## src/rtl/fpgc_irq_pkg.sv

```systemverilog
// Shared definitions for the interrupt aggregator: config register selects
// and the width helper for the priority-encoded channel id.
package fpgc_irq_pkg;

  localparam logic [1:0] SEL_MASK = 2'd0;
  localparam logic [1:0] SEL_POL  = 2'd1;
  localparam logic [1:0] SEL_MODE = 2'd2;
  localparam logic [1:0] SEL_PEND = 2'd3;

  function automatic int id_w(input int n);
    return (n > 1) ? $clog2(n) : 1;
  endfunction

endpackage

```

## src/rtl/irq_sync_ch.sv

```systemverilog
// One interrupt channel front end: synchronizer chain, delayed copy,
// polarity correction and edge-event detection.
module irq_sync_ch #(
  parameter int   SYNC_STAGES = 3,
  parameter logic RST_VAL     = 1'b0
) (
  input  logic clk,
  input  logic reset,
  input  logic irq,
  input  logic pol,
  input  logic suppress,
  output logic lvl,
  output logic evt
);

  logic [SYNC_STAGES-1:0] sync_q;
  logic                   p_q;

  // Reset loads the deasserted level so a source already active at
  // release is seen as a fresh edge.
  always_ff @(posedge clk) begin
    if (reset) begin
      sync_q <= {SYNC_STAGES{RST_VAL}};
      p_q    <= RST_VAL;
    end else begin
      sync_q <= {sync_q[SYNC_STAGES-2:0], irq};
      p_q    <= sync_q[SYNC_STAGES-1];
    end
  end

  // Both samples are corrected with the current polarity, so a polarity
  // write alone never looks like a transition.
  assign lvl = sync_q[SYNC_STAGES-1] ^ pol;
  assign evt = lvl & ~(p_q ^ pol) & ~suppress;

endmodule

```

## src/rtl/interrupt_aggregator.sv

```systemverilog
// Interrupt aggregator: per-channel sync/edge front ends, pending latch with
// W1C, mask, rising pulse per channel, registered readback and priority id.
module interrupt_aggregator
  import fpgc_irq_pkg::*;
#(
  parameter int             NCH         = 8,
  parameter int             SYNC_STAGES = 3,
  parameter logic [NCH-1:0] MASK_RESET  = '1,
  parameter logic [NCH-1:0] POL_RESET   = '0,
  parameter logic [NCH-1:0] EDGE_RESET  = '1
) (
  input  logic                    clk,
  input  logic                    reset,
  input  logic [NCH-1:0]          irq_in,
  input  logic                    cfg_we,
  input  logic [1:0]              cfg_sel,
  input  logic [NCH-1:0]          cfg_d,
  output logic [NCH-1:0]          cfg_q,
  output logic [NCH-1:0]          pending,
  output logic [NCH-1:0]          int_pulse,
  output logic                    irq_out,
  output logic [id_w(NCH)-1:0]    irq_id
);

  localparam int IDW = id_w(NCH);

  logic [NCH-1:0] mask_q, pol_q, mode_q, pend_q, pm_q, sup_q;
  logic [NCH-1:0] lvl, evt, w1c, sup_d, pend_d, act;
  logic           wr_mask, wr_pol, wr_mode, wr_pend;

  assign wr_mask = cfg_we && (cfg_sel == SEL_MASK);
  assign wr_pol  = cfg_we && (cfg_sel == SEL_POL);
  assign wr_mode = cfg_we && (cfg_sel == SEL_MODE);
  assign wr_pend = cfg_we && (cfg_sel == SEL_PEND);

  assign w1c   = wr_pend ? cfg_d : '0;
  assign sup_d = (wr_pol  ? (cfg_d ^ pol_q)  : '0) |
                 (wr_mode ? (cfg_d ^ mode_q) : '0);

  for (genvar i = 0; i < NCH; i++) begin : g_ch
    irq_sync_ch #(
      .SYNC_STAGES (SYNC_STAGES),
      .RST_VAL     (POL_RESET[i])
    ) u_ch (
      .clk      (clk),
      .reset    (reset),
      .irq      (irq_in[i]),
      .pol      (pol_q[i]),
      .suppress (sup_q[i]),
      .lvl      (lvl[i]),
      .evt      (evt[i])
    );
  end

  // Edge channels: set beats clear. Level channels follow the level.
  always_comb begin
    pend_d = (mode_q & ((pend_q & ~w1c) | evt)) | (~mode_q & lvl);
  end

  always_ff @(posedge clk) begin
    if (reset) begin
      mask_q    <= MASK_RESET;
      pol_q     <= POL_RESET;
      mode_q    <= EDGE_RESET;
      pend_q    <= '0;
      pm_q      <= '0;
      sup_q     <= '0;
      int_pulse <= '0;
      cfg_q     <= '0;
    end else begin
      if (wr_mask) mask_q <= cfg_d;
      if (wr_pol)  pol_q  <= cfg_d;
      if (wr_mode) mode_q <= cfg_d;
      pend_q    <= pend_d;
      sup_q     <= sup_d;
      pm_q      <= act;
      int_pulse <= act & ~pm_q;
      case (cfg_sel)
        SEL_MASK: cfg_q <= mask_q;
        SEL_POL:  cfg_q <= pol_q;
        SEL_MODE: cfg_q <= mode_q;
        default:  cfg_q <= pend_q;
      endcase
    end
  end

  assign pending = pend_q;
  assign act     = pend_q & mask_q;
  assign irq_out = |act;

  always_comb begin
    irq_id = '0;
    for (int i = NCH - 1; i >= 0; i--) begin
      if (act[i]) irq_id = IDW'(i);
    end
  end

endmodule

```

## config.mk

```make
export PLATFORM = sky130hd
export DESIGN_NAME = interrupt_aggregator
export DESIGN_NICKNAME = d
export VERILOG_FILES = /design/src/rtl/fpgc_irq_pkg.sv /design/src/rtl/irq_sync_ch.sv /design/src/rtl/interrupt_aggregator.sv
export SDC_FILE = /design/constraint.sdc
export NUM_CORES = 1
export LEC_CHECK = 0
export CAP_MARGIN = 40
export CELL_PAD_IN_SITES_DETAIL_PLACEMENT = 1
export CELL_PAD_IN_SITES_GLOBAL_PLACEMENT = 1
export CORE_MARGIN = 2
export CORE_UTILIZATION = 40
export CTS_BUF_LIST = sky130_fd_sc_hd__clkbuf_8
export CTS_CLUSTER_DIAMETER = 200
export DETAILED_ROUTE_END_ITERATION = 16
export PLACE_DENSITY_LB_ADDON = 0.1
export SETUP_SLACK_MARGIN = 0.15
export SKIP_LAST_GASP = 1
export SLEW_MARGIN = 15
export SYNTH_ARGS = -nofsm -noshare
export SYNTH_HDL_FRONTEND = slang
export SYNTH_SLANG_ARGS = --single-unit
```

## constraint.sdc

```tcl
create_clock -name clk -period 1.4 [get_ports clk]
set_input_delay 0.14 -clock clk [delete_from_list [all_inputs] [get_ports clk]]
set_output_delay 0.14 -clock clk [all_outputs]
set_load 0.01 [all_outputs]
```

==> results.cfg <==
[clock_network]
clockBufferDepth = 2
clock_latency_ns = 0.36
clock-sinks = 96
hold_buffers = 0
cts_made_buffers = 9
ctsHtreeMaxLevel = 3
cts_tree = yes
clk_pin_slew_ns = 0.09
cts-root-buf = clkbuf_8

[yosys]
synth_top_cell_by_area = dfxtp_1
syn_area_um2 = 3720
seq_area_frac_synth_pct = 51.6
synth-warning-count = 0
ys_types = 36
syn_nets = 369
synth-main-ff-cell = dfxtp_1
synthTopCellsByArea = dfxtp_1, nor2b_1, mux4_2
avgSynthCellArea_um2 = 10.7
synth_edf_count = 0
synth_top_area_share_pct = 51.6
ys_async_sr_fraction_pct = 0
yosys_register_bits = 96
synthCells = 348

[global_route]
grt_overflow = 0
grt_first_pass_wirelength_mm = 15.2
grt_use_total_pct = 19.4
grt_pass1_vias = 2962
antenna_found_initial = 0
grt_max_degree = 35

[worst_setup_path]
crit_chain = and2_1 > a222oi_1 > a21boi_2 > buf_2
path_max_fanout = 2
reg2reg_slack_ns = 0.13
worstPathArrival_ns = 1.45
end_kind = output port
cp-startpoint = mask_q[2]
max_stage_delay_ns = 0.32
cp.required_ns = 1.26
cpMaxStageDelayCell = dfxtp_1
path_class = reg2out
r2r_start = pending[5]
cp-start-kind = flip-flop

[detailed_routing]
ant_nets = 0
drt-initial-drc-count = 126
vias = 3011
wirelength_mm = 9.43
vias_per_cell = 5.39
post_drt_wl_per_cell_um = 16.9
drc = 0
firstDrtPassIters = 5

[power]
seqPwrFrac_pct = 54.0
intPower_uw = 4080
power_frac_comb_pct = 12.4
powerDensity_nw_per_um2 = 1110
clockPowerShare_pct = 33.6
power_uw = 5420
vdd_drop_max_uv = 604
p_leak_uw = 0.00202
swShare_pct = 24.7
p_sw_uw = 1340

[sta]
max_freq_mhz = 627
period_needed_ns = 1.59
tightest_slew_ns = 0.331
slew_headroom_pct = 77.9
setup_viol = 4
fin_crit_sh_pct = 114
setup_slack_ns = -0.194
fin_skew_ns = 0.00661
slew_violations = 0
rsz0062_at_grt = yes
finalHoldViolCount = 0

[status]
status = finished with violations
violations = negative setup slack

[placement]
dpl.hpwl_mm = 6.59
portBuffers = 48
gp_congestion = 0.828
dpl_worst_slack_ns = -0.345

[floorplanning]
core_um2 = 9150
io_pins = 49
die_h_um = 100
rows = 35
die_area_um2 = 10100
die-width_um = 100
initial_core_util_pct = 40.7

[cells_and_area]
fin_nets = 464
n_fill_cell = 1018
finalCoreUtilization_pct = 53.5
diodes = 0
area_growth_pct = 31.5
drive_above_1_share_pct = 25.0

[run]
max-cap-violations = 0

[min_path]
hold_class = in2reg
hold_start = reset
## flip-flops by register name, summed over array words and instances, names as in the netlist
| register | cells |
|---|---|
| pending | 8 |
| pol_q | 8 |
| g_ch.u_ch.p_q | 8 |
| g_ch.u_ch.sync_q | 24 |
| mode_q | 8 |
| int_pulse | 8 |
| cfg_q | 8 |
| mask_q | 8 |
| sup_q | 8 |
| pm_q | 8 |
## cells in the mapped netlist, types with 9 or more instances
| library cell | count |
|---|---|
| nor2b_1 | 48 |
| dfxtp_1 | 96 |
| nand2_1 | 10 |
| nor4bb_1 | 10 |
| nor2_1 | 25 |
| nand3_1 | 10 |
| clkbuf_1 | 9 |
| a31oi_1 | 9 |
| a211o_1 | 16 |
| and2_1 | 9 |
| nand4_1 | 9 |
## metrics by stage
step | hold WS [ns] | area [um2] | std cells | setup TNS [ns]
after floorplan | 0.232 | 3720 | 348 | 0
final | 0.126 | 4900 | 559 | -0.579
after CTS | 0.101 | 4850 | 555 | -0.669
after global routing | 0.0975 | 4900 | 559 | -0.926
after global placement | 0.378 | 4620 | 537 | -11.81
after detailed placement | 0.381 | 4620 | 537 | -12.58
## cell families (layout without fill, tap and decap cells)
group           count (synthesis)  count (layout)  synth area share, %
simple gates                  153             153                 25.1
flops                          96              96                 51.6
compound gates                 54              54                 11.3
buf+inv                        21             121                 3.13
mux                            16              16                 6.99
xor+xnor                        8               8                 1.88
## final timing paths
check | cells after the start | endpoint
setup / recovery | 4 | irq_id[0]
hold / removal | 2 | pending[2]
setup reg to reg | 4 | cfg_q[5]
hold reg to reg | 1 | int_pulse[0]
## cell type report
| type | count | area [um2] | share of cell area, % |
|---|---|---|---|
| timing repair buffer | 105 | 883 | 18.0 |
| multi-input combinational | 231 | 1740 | 35.6 |
| sequential | 96 | 1930 | 39.5 |
| tap | 111 | 139 | 2.84 |
| clock inverter | 6 | 61.3 | 1.25 |
| clock buffer | 10 | 138 | 2.81 |
## worst max-delay path, delay by kind of cell, from the launching register on
kind	cells	cell delay [ns]
compound gates	2	0.49
flops	1	0.32
simple gates	1	0.15
buf+inv	1	0.14
## what timing repair did
item | 4_1_cts | 5_1_grt
pin swaps | 4 | 6
endpoints found under the hold margin | 0 | 0
gates resized for setup | 71 | 14
endpoints found under the setup margin | 68 | 25
cloned | 0 | 1
setup buffers | 2 | 3
## per-layer routing
layer | global-route usage, % | share of wire (%) | vias up
met5 | 0 | 0 | -
met4 | 5.69 | 0.92 | 0
met3 | 3.81 | 4.1 | 8
met2 | 31.0 | 48 | 65
met1 | 26.6 | 47 | 1486
li1 | - | - | 1452
## power by group through the flow
stage          sequential, uW  clock [uW]  combinational [uW]
6_report                 2920        1820                 672
4_1_cts                  2920        1880                 659
3_5_place_dp             2990           0                 672
2_1_floorplan            2980           0                 324
3_3_place_gp             2980           0                 656
5_1_grt                  2940        1990                 728
## placed cells by master, fill, tap and decap left out, types with 9 or more instances in the layout
cell type / instances
a211o_1: 16
nor2b_1: 48
buf_4: 50
nand3_1: 9
dfxtp_1: 88
nand4_1: 9
nor4bb_1: 9
nor2_1: 25
dlygate4sd2_1: 18
clkbuf_8: 10
clkdlybuf4s50_1: 16
Power figures use the tool's default switching activity.
